--- src/rtl/fetch_unit_pkg.sv ---
// Shared definitions for the fetch stage: FSM states, instruction field
// positions, instruction width and the halt opcode.
// Optional feature macro: FETCH_HALT_EN (adds the HALT state).
package fetch_unit_pkg;

  localparam int INST_W  = 16;

  // Instruction field bit positions
  localparam int OP_MSB  = 15;
  localparam int OP_LSB  = 12;
  localparam int RD_MSB  = 11;
  localparam int RD_LSB  = 8;
  localparam int RS1_MSB = 7;
  localparam int RS1_LSB = 4;
  localparam int RS2_MSB = 3;
  localparam int RS2_LSB = 0;

  localparam logic [3:0] HALT_OP = 4'hF;

`ifdef FETCH_HALT_EN
  typedef enum logic [1:0] {
    ST_IDLE = 2'd0,
    ST_REQ  = 2'd1,
    ST_HOLD = 2'd2,
    ST_HALT = 2'd3
  } fetch_state_e;
`else
  typedef enum logic [1:0] {
    ST_IDLE = 2'd0,
    ST_REQ  = 2'd1,
    ST_HOLD = 2'd2
  } fetch_state_e;
`endif

endpackage

--- src/rtl/fetch_pc_reg.sv ---
// Program counter register: redirect wins over increment, increment wraps
// modulo 2^ADDR_W.
module fetch_pc_reg #(
  parameter int                ADDR_W   = 8,
  parameter logic [ADDR_W-1:0] RESET_PC = '0
) (
  input  logic              clk,
  input  logic              rst,
  input  logic              inc,
  input  logic              redir,
  input  logic [ADDR_W-1:0] redir_pc,
  output logic [ADDR_W-1:0] pc
);

  localparam logic [ADDR_W-1:0] ONE = {{(ADDR_W-1){1'b0}}, 1'b1};

  // pc update: redirect target, else next sequential address
  always_ff @(posedge clk or posedge rst) begin
    if (rst)        pc <= RESET_PC;
    else if (redir) pc <= redir_pc;
    else if (inc)   pc <= pc + ONE;
  end

endmodule

--- src/rtl/fetch_unit.sv ---
// Instruction fetch stage: requests one 16-bit word at a time from
// instruction memory, holds it decoded until the next stage accepts it,
// and handles redirects (including ones that land mid-request).
// Optional feature macro: FETCH_HALT_EN -- opcode 4'hF parks the fetcher in
// HALT until a redirect or reset.
module fetch_unit
  import fetch_unit_pkg::*;
#(
  parameter int                ADDR_W   = 8,
  parameter logic [ADDR_W-1:0] RESET_PC = '0
) (
  input  logic              clk,
  input  logic              rst,
  output logic              imem_req,
  output logic [ADDR_W-1:0] imem_addr,
  input  logic              imem_ack,
  input  logic [INST_W-1:0] imem_rdata,
  input  logic              redirect_valid,
  input  logic [ADDR_W-1:0] redirect_pc,
  output logic              inst_valid,
  input  logic              inst_ready,
  output logic [3:0]        opcode,
  output logic [3:0]        rd,
  output logic [3:0]        rs1,
  output logic [3:0]        rs2,
  output logic [ADDR_W-1:0] inst_pc
);

  fetch_state_e      state, state_nx;
  logic [ADDR_W-1:0] pc;
  logic              kill;
  logic [ADDR_W-1:0] kill_addr;
  logic [INST_W-1:0] ir;
  logic [ADDR_W-1:0] inst_pc_q;
  logic              hs;
  logic              accept;

  // Downstream handshake on the held instruction
  assign hs     = (state == ST_HOLD) & inst_ready;
  // A returning word is kept only if nothing invalidated it
  assign accept = (state == ST_REQ) & imem_ack & ~kill & ~redirect_valid;

  fetch_pc_reg #(
    .ADDR_W   (ADDR_W),
    .RESET_PC (RESET_PC)
  ) u_pc (
    .clk      (clk),
    .rst      (rst),
    .inc      (hs),
    .redir    (redirect_valid),
    .redir_pc (redirect_pc),
    .pc       (pc)
  );

  // FSM state register
  always_ff @(posedge clk or posedge rst) begin
    if (rst) state <= ST_IDLE;
    else     state <= state_nx;
  end

  // FSM next-state logic
  always_comb begin
    state_nx = state;
    case (state)
      ST_IDLE: state_nx = ST_REQ;
      ST_REQ:  if (accept) state_nx = ST_HOLD;
      ST_HOLD: begin
        if (redirect_valid) state_nx = ST_REQ;
`ifdef FETCH_HALT_EN
        else if (inst_ready && ir[OP_MSB:OP_LSB] == HALT_OP) state_nx = ST_HALT;
`endif
        else if (inst_ready) state_nx = ST_REQ;
      end
`ifdef FETCH_HALT_EN
      ST_HALT: if (redirect_valid) state_nx = ST_REQ;
`endif
      default: state_nx = ST_IDLE;
    endcase
  end

  // FSM outputs; a killed request keeps presenting its original address
  always_comb begin
    imem_req   = (state == ST_REQ);
    inst_valid = (state == ST_HOLD);
    imem_addr  = kill ? kill_addr : pc;
  end

  // Kill flag: a redirect arrived while a request was outstanding, so the
  // eventual ack carries a stale word
  always_ff @(posedge clk or posedge rst) begin
    if (rst) begin
      kill      <= 1'b0;
      kill_addr <= RESET_PC;
    end else if (state == ST_REQ) begin
      if (imem_ack) begin
        kill <= 1'b0;
      end else if (redirect_valid) begin
        kill <= 1'b1;
        if (!kill) kill_addr <= pc;
      end
    end
  end

  // Instruction register and its address, loaded on an accepted word
  always_ff @(posedge clk or posedge rst) begin
    if (rst) begin
      ir        <= '0;
      inst_pc_q <= RESET_PC;
    end else if (accept) begin
      ir        <= imem_rdata;
      inst_pc_q <= pc;
    end
  end

  assign opcode  = ir[OP_MSB:OP_LSB];
  assign rd      = ir[RD_MSB:RD_LSB];
  assign rs1     = ir[RS1_MSB:RS1_LSB];
  assign rs2     = ir[RS2_MSB:RS2_LSB];
  assign inst_pc = inst_pc_q;

endmodule
--- config.mk ---
export PLATFORM = sky130hd
export DESIGN_NAME = fetch_unit
export DESIGN_NICKNAME = d
export VERILOG_FILES = /design/src/rtl/fetch_unit_pkg.sv /design/src/rtl/fetch_pc_reg.sv /design/src/rtl/fetch_unit.sv
export SDC_FILE = /design/constraint.sdc
export NUM_CORES = 1
export LEC_CHECK = 0
export BUFFER_PORTS_ARGS = -buffer_cell sky130_fd_sc_hd__clkbuf_2
export CORE_ASPECT_RATIO = 1.5
export CORE_UTILIZATION = 50
export CTS_CLUSTER_DIAMETER = 60
export CTS_CLUSTER_SIZE = 8
export DETAILED_ROUTE_END_ITERATION = 8
export PLACE_DENSITY = 0.85
export SLEW_MARGIN = 20
export SYNTH_ARGS = -nofsm -noshare
export SYNTH_HDL_FRONTEND = slang
export SYNTH_SLANG_ARGS = --single-unit
--- constraint.sdc ---
create_clock -name clk -period 1.8 [get_ports clk]
set_input_delay 0.18 -clock clk [delete_from_list [all_inputs] [get_ports clk]]
set_output_delay 0.18 -clock clk [all_outputs]
set_load 0.02 [all_outputs]
### Yosys cells after proc, flatten, opt, wreduce, memory -nomap -nowiden

Index checks and enable logic that the tools add are counted.

* equality and inequality tests: 4
* reductions and logical operators: 6
* muxes and demuxes: 9
* bitwise operators: 7
* add/sub/neg operators: 1

Operators by type and width (number)
* $mux W8: 3
* $add A8 B1 Y8 const B: 1
* $mux W2: 3
* $pmux W2 S3: 1
* $and A1 B1 Y1: 4
* $reduce_and A2 Y1: 2
* $reduce_bool A2 Y1: 2
* $ne A3 B2 Y1 const B: 1
* $not A1 Y1: 3
* $reduce_and A3 Y1: 1
* $eq A2 B1 Y1 const B: 1
* $eq A2 B2 Y1 const B: 1
* $logic_not A2 Y1: 1
* $mux W1: 2
* $ne A2 B1 Y1 const B: 1

* input bits: 29
* output and inout bits: 34
* word-level logic and storage cells: 33
* register bits: 43

### Logic depth before layout (Yosys ltp)

* word-level depth: 6
* mapped depth: 6
* depth with buffers taken out: 4

### Modules after synthesis

From an unflattened synthesis, not the netlist that was laid out.

* cell total of the unflattened synthesis: 143
* area, all modules: 2006.9 um^2

Modules (own cells, without submodules)
* fetch_unit: area each 1561.5 um^2, instances 1, seq. area each 875.8 um^2, cells an instance 93
* fetch_pc_reg: area each 445.4 um^2, instances 1, seq. area each 200.2 um^2, cells an instance 50

### Worst setup path before layout

No wires, ideal clock.

* path type: reg-to-reg
* start: reg state[1]
* end: reg inst_pc_q[6] (netlist: inst_pc[6])
* setup time: 125 ps
* stages on the path, launching flop included: 6
* slack: 267 ps
* buffers on the path: 2
* period minus slack after synthesis: 1533 ps
* required time: 1675 ps
* arrival time: 1408 ps
* cell sequence: dfrtp_1 nor2b_4 and3_1 buf_6 buf_12 mux2_4

* word-level cells in the longest chain between the ends: 4

RTL lines
* from (decl): line fetch_unit.sv:29 `fetch_state_e state, state_nx;`
* from (signal assigned): line fetch_unit.sv:58 `else state <= state_nx;`
* $eq A2 B1 Y1
* via imem_req: line fetch_unit.sv:14 `output logic imem_req,`
* $and A1 B1 Y1 (3 in a row): line fetch_unit.sv:41 `assign accept = (state == ST_REQ) & imem_ack & ~kill & ~redirect_valid;`
* to (signal assigned): line fetch_unit.sv:111 `inst_pc_q <= pc;`
* to (decl): line fetch_unit.sv:34 `logic [ADDR_W-1:0] inst_pc_q;`

The timed path passes the listed nets, and every way through them passes these cells.
A chain may end at the register's enable or synchronous reset.

### Worst setup path after layout

* start: reg state[1]
* end: reg ir[13]

* word-level cells in the longest chain between the ends: 4

RTL lines
* $eq A2 B1 Y1: line fetch_unit.sv:41
* $and A1 B1 Y1 (3 in a row): line fetch_unit.sv:41
* to (signal assigned): line fetch_unit.sv:110 `ir <= imem_rdata;`
* to (decl): line fetch_unit.sv:33 `logic [INST_W-1:0] ir;`

No other way between the ends.

==> results.ini <==
[outcome]
status = finished, final reports clean

[logic_synthesis]
yosysSeqAreaShare = 0.541
syn_avg_cell_area_um2 = 14.1
synth_edf_count = 0
synth_cell_types = 33
yosys_warnings = 0
ys_ff_latch = 43
yosysTopAreaCellShare = 0.541
syn-cell-area_mm2 = 0.00199
synth_cells = 141
synth.top_cells.by_area = dfrtp_1 54%, mux2_4 14%, mux2_2 12%
synth_top_cell_by_area = dfrtp_1
syn_nets = 171
async_reset_ff_frac = 1.00
synth_ff_type = dfrtp_1

[hold_path]
hp-class = in2reg
holdCritStartpoint = redirect_pc[0]
min_path_cells = 3
min_to = u_pc.pc[0]$_DFFE_PP0P_

[timing]
finalSetupTns_ns = 0
final_max_slew_viol_count = 0
hold_ws_ns = 0.0915
rsz0062_at_grt = false
min_period_ns = 1.66
timing.final.crit_share = 0.922
worstMarginPinSlew_ns = 0.733
setup_viol = 0
final_hold_viol_count = 0
fmax_ghz = 0.603
slew_headroom = 0.508
fin_skew_ns = 0.00531

[layout]
most-common-layout-cells = 62 x clkbuf_2, 43 x dfrtp_1, 22 x mux2_2
nNetsFinal = 240
utilization = 0.651
layout_commonest_cell = clkbuf_2
area_growth_pct = 22.6
drive_above_1_share = 0.564
num_antenna_cells = 0

[setup_path]
regToRegStartpoint = state[1]$_DFFE_PP0P_
worstPathRequired_ns = 1.98
r2r-end = ir[13]$_DFFE_PP0P_
cp-start-kind = register
r2r_cells = 4
r2r_slack_ns = 0.14
worstPathMaxFanout = 23
arrival_ns = 1.84
crit_type = reg2reg
end_kind = register

[cts]
htreeDepth = 2
clock_latency_ns = 0.29
cts_buffers = 5
cts_root_buf = clkbuf_8
cts.clk_slew.worst_paths_ns = 0.08
cts_resized = 0
cts_tree = done
clock_sinks = 43
clk_path_buf_depth = 2

[placed_design]
place.gp.congestion = 0.760
io_buffers = 62
dpl.hpwl_mm = 2.79

[global_route]
overflow = 0
grt_max_degree = 25
grt_usage = 0.192
antenna_found_initial = 0
grt_pass1_vias = 1305
grt_pass1_wl_mm = 5.81

[routing]
drtIter0Drc = 12
dr.pass1.iters = 4
wl_per_cell_um = 14.1
via_per_inst = 5.20
drc = 0
totalWireLength_mm = 3.59
antenna_left = 0
num_vias = 1320

[run]
drv_cap = 0

[power]
power_leakage_uw = 0.00119
p_per_area_mw_per_mm2 = 1590
max-vdd-ir-drop_uv = 930

[floorplanning]
die_x_um = 53.5
io_pins = 63
core_area_mm2 = 0.00375
start_util = 0.531
rows = 27
chipHeight_um = 79.3
die-area_mm2 = 0.00424

[final cells by class]
cell class / count / area [µm²]
Clock buffer: 5 / 68.8
Clock inverter: 3 / 15.0
Fill cell: 304 / 1310
Inverter: 2 / 7.51
Multi-Input combinational cell: 91 / 843
Sequential cell: 43 / 1080
Tap cell: 43 / 53.8
Timing Repair Buffer: 67 / 375
[what timing repair did]
item                                   4_1_cts  5_1_grt
endpoints found under the hold margin       19        0
hold buffers                                 1        0
buffers inserted                             0        0
[worst max path at each step]
| stage | startpoint | end | slack, ns |
|---|---|---|---|
| finish | state[1]$_DFFE_PP0P_ | ir[13]$_DFFE_PP0P_ | 0.14 |
| global route | state[1]$_DFFE_PP0P_ | ir[14]$_DFFE_PP0P_ | 0.07 |
| CTS | state[1]$_DFFE_PP0P_ | ir[13]$_DFFE_PP0P_ | 0.15 |
| detailed placement | state[1]$_DFFE_PP0P_ | ir[13]$_DFFE_PP0P_ | 0.17 |
| global placement | state[1]$_DFFE_PP0P_ | ir[10]$_DFFE_PP0P_ | 0.21 |
| floorplan | state[1]$_DFFE_PP0P_ | inst_pc[6]$_DFFE_PP0P_ | 0.27 |
[cells by family (layout without fill, tap and decap cells)]
| group | after synthesis | in the layout | share of synthesized area |
|---|---|---|---|
| multiplexers | 41 | 41 | 0.265 |
| adder cells (fa/ha/maj) | 1 | 1 | 0.00629 |
| buffers and inverters | 7 | 77 | 0.0352 |
| flip-flops | 43 | 43 | 0.541 |
| AND/OR/NAND/NOR | 30 | 30 | 0.0943 |
| XOR/XNOR | 2 | 2 | 0.00881 |
| AO/OA/AOI/OAI | 17 | 17 | 0.0491 |
[power breakdown]
part           internal (µW)  switching, µW  total [µW]
Clock                    265            314         580
Combinational            839            857        1700
Sequential              1360            239        1600
Total                   2470           1410        3880
[cells in the mapped netlist, types with 2 or more instances]
| cell type | n |
|---|---|
| xor2_1 | 2 |
| nand4_1 | 2 |
| nor2b_1 | 2 |
| nand4b_1 | 2 |
| nor2_1 | 5 |
| buf_12 | 2 |
| dfrtp_1 | 43 |
| nand3_1 | 2 |
| or3_1 | 4 |
| nand2_1 | 6 |
| a31oi_1 | 3 |
| mux2_2 | 22 |
| o21ai_0 | 8 |
| a21oi_1 | 2 |
| mux2_4 | 18 |
[stage by stage]
| step | setup slack, ns | power (µW) | instance area, µm² | instances |
|---|---|---|---|---|
| finish | 0.141 | 3880 | 2440 | 254 |
| global route | 0.0716 | 4140 | 2440 | 254 |
| CTS | 0.155 | 3940 | 2440 | 254 |
| detailed placement | 0.168 | 3340 | 2350 | 245 |
| global placement | 0.211 | 3290 | 2350 | 245 |
| floorplan | 0.267 | 2830 | 1990 | 141 |
[layer usage]
| metal | global-route usage | routed length [µm] | vias up |
|---|---|---|---|
| met1 | 0.220 | 1540 | 631 |
| met2 | 0.324 | 1800 | 36 |
| met5 | 0 | 0 | - |
| met3 | 0.0517 | 178 | 6 |
| li1 | - | - | 647 |
| met4 | 0.0789 | 67 | 0 |
[critical path, cell delays in order (launching register included)]
cell     delay (ns)
dfrtp_1        0.46
nor2b_4        0.17
and3_1         0.31
buf_12         0.24
mux2_2         0.35
[flip-flops by register name, summed over array words and instances (netlist names)]
register	flops
kill	1
ir	16
u_pc.pc	8
kill_addr	8
state	2
inst_pc	8
(Power assumes the default switching activity.)
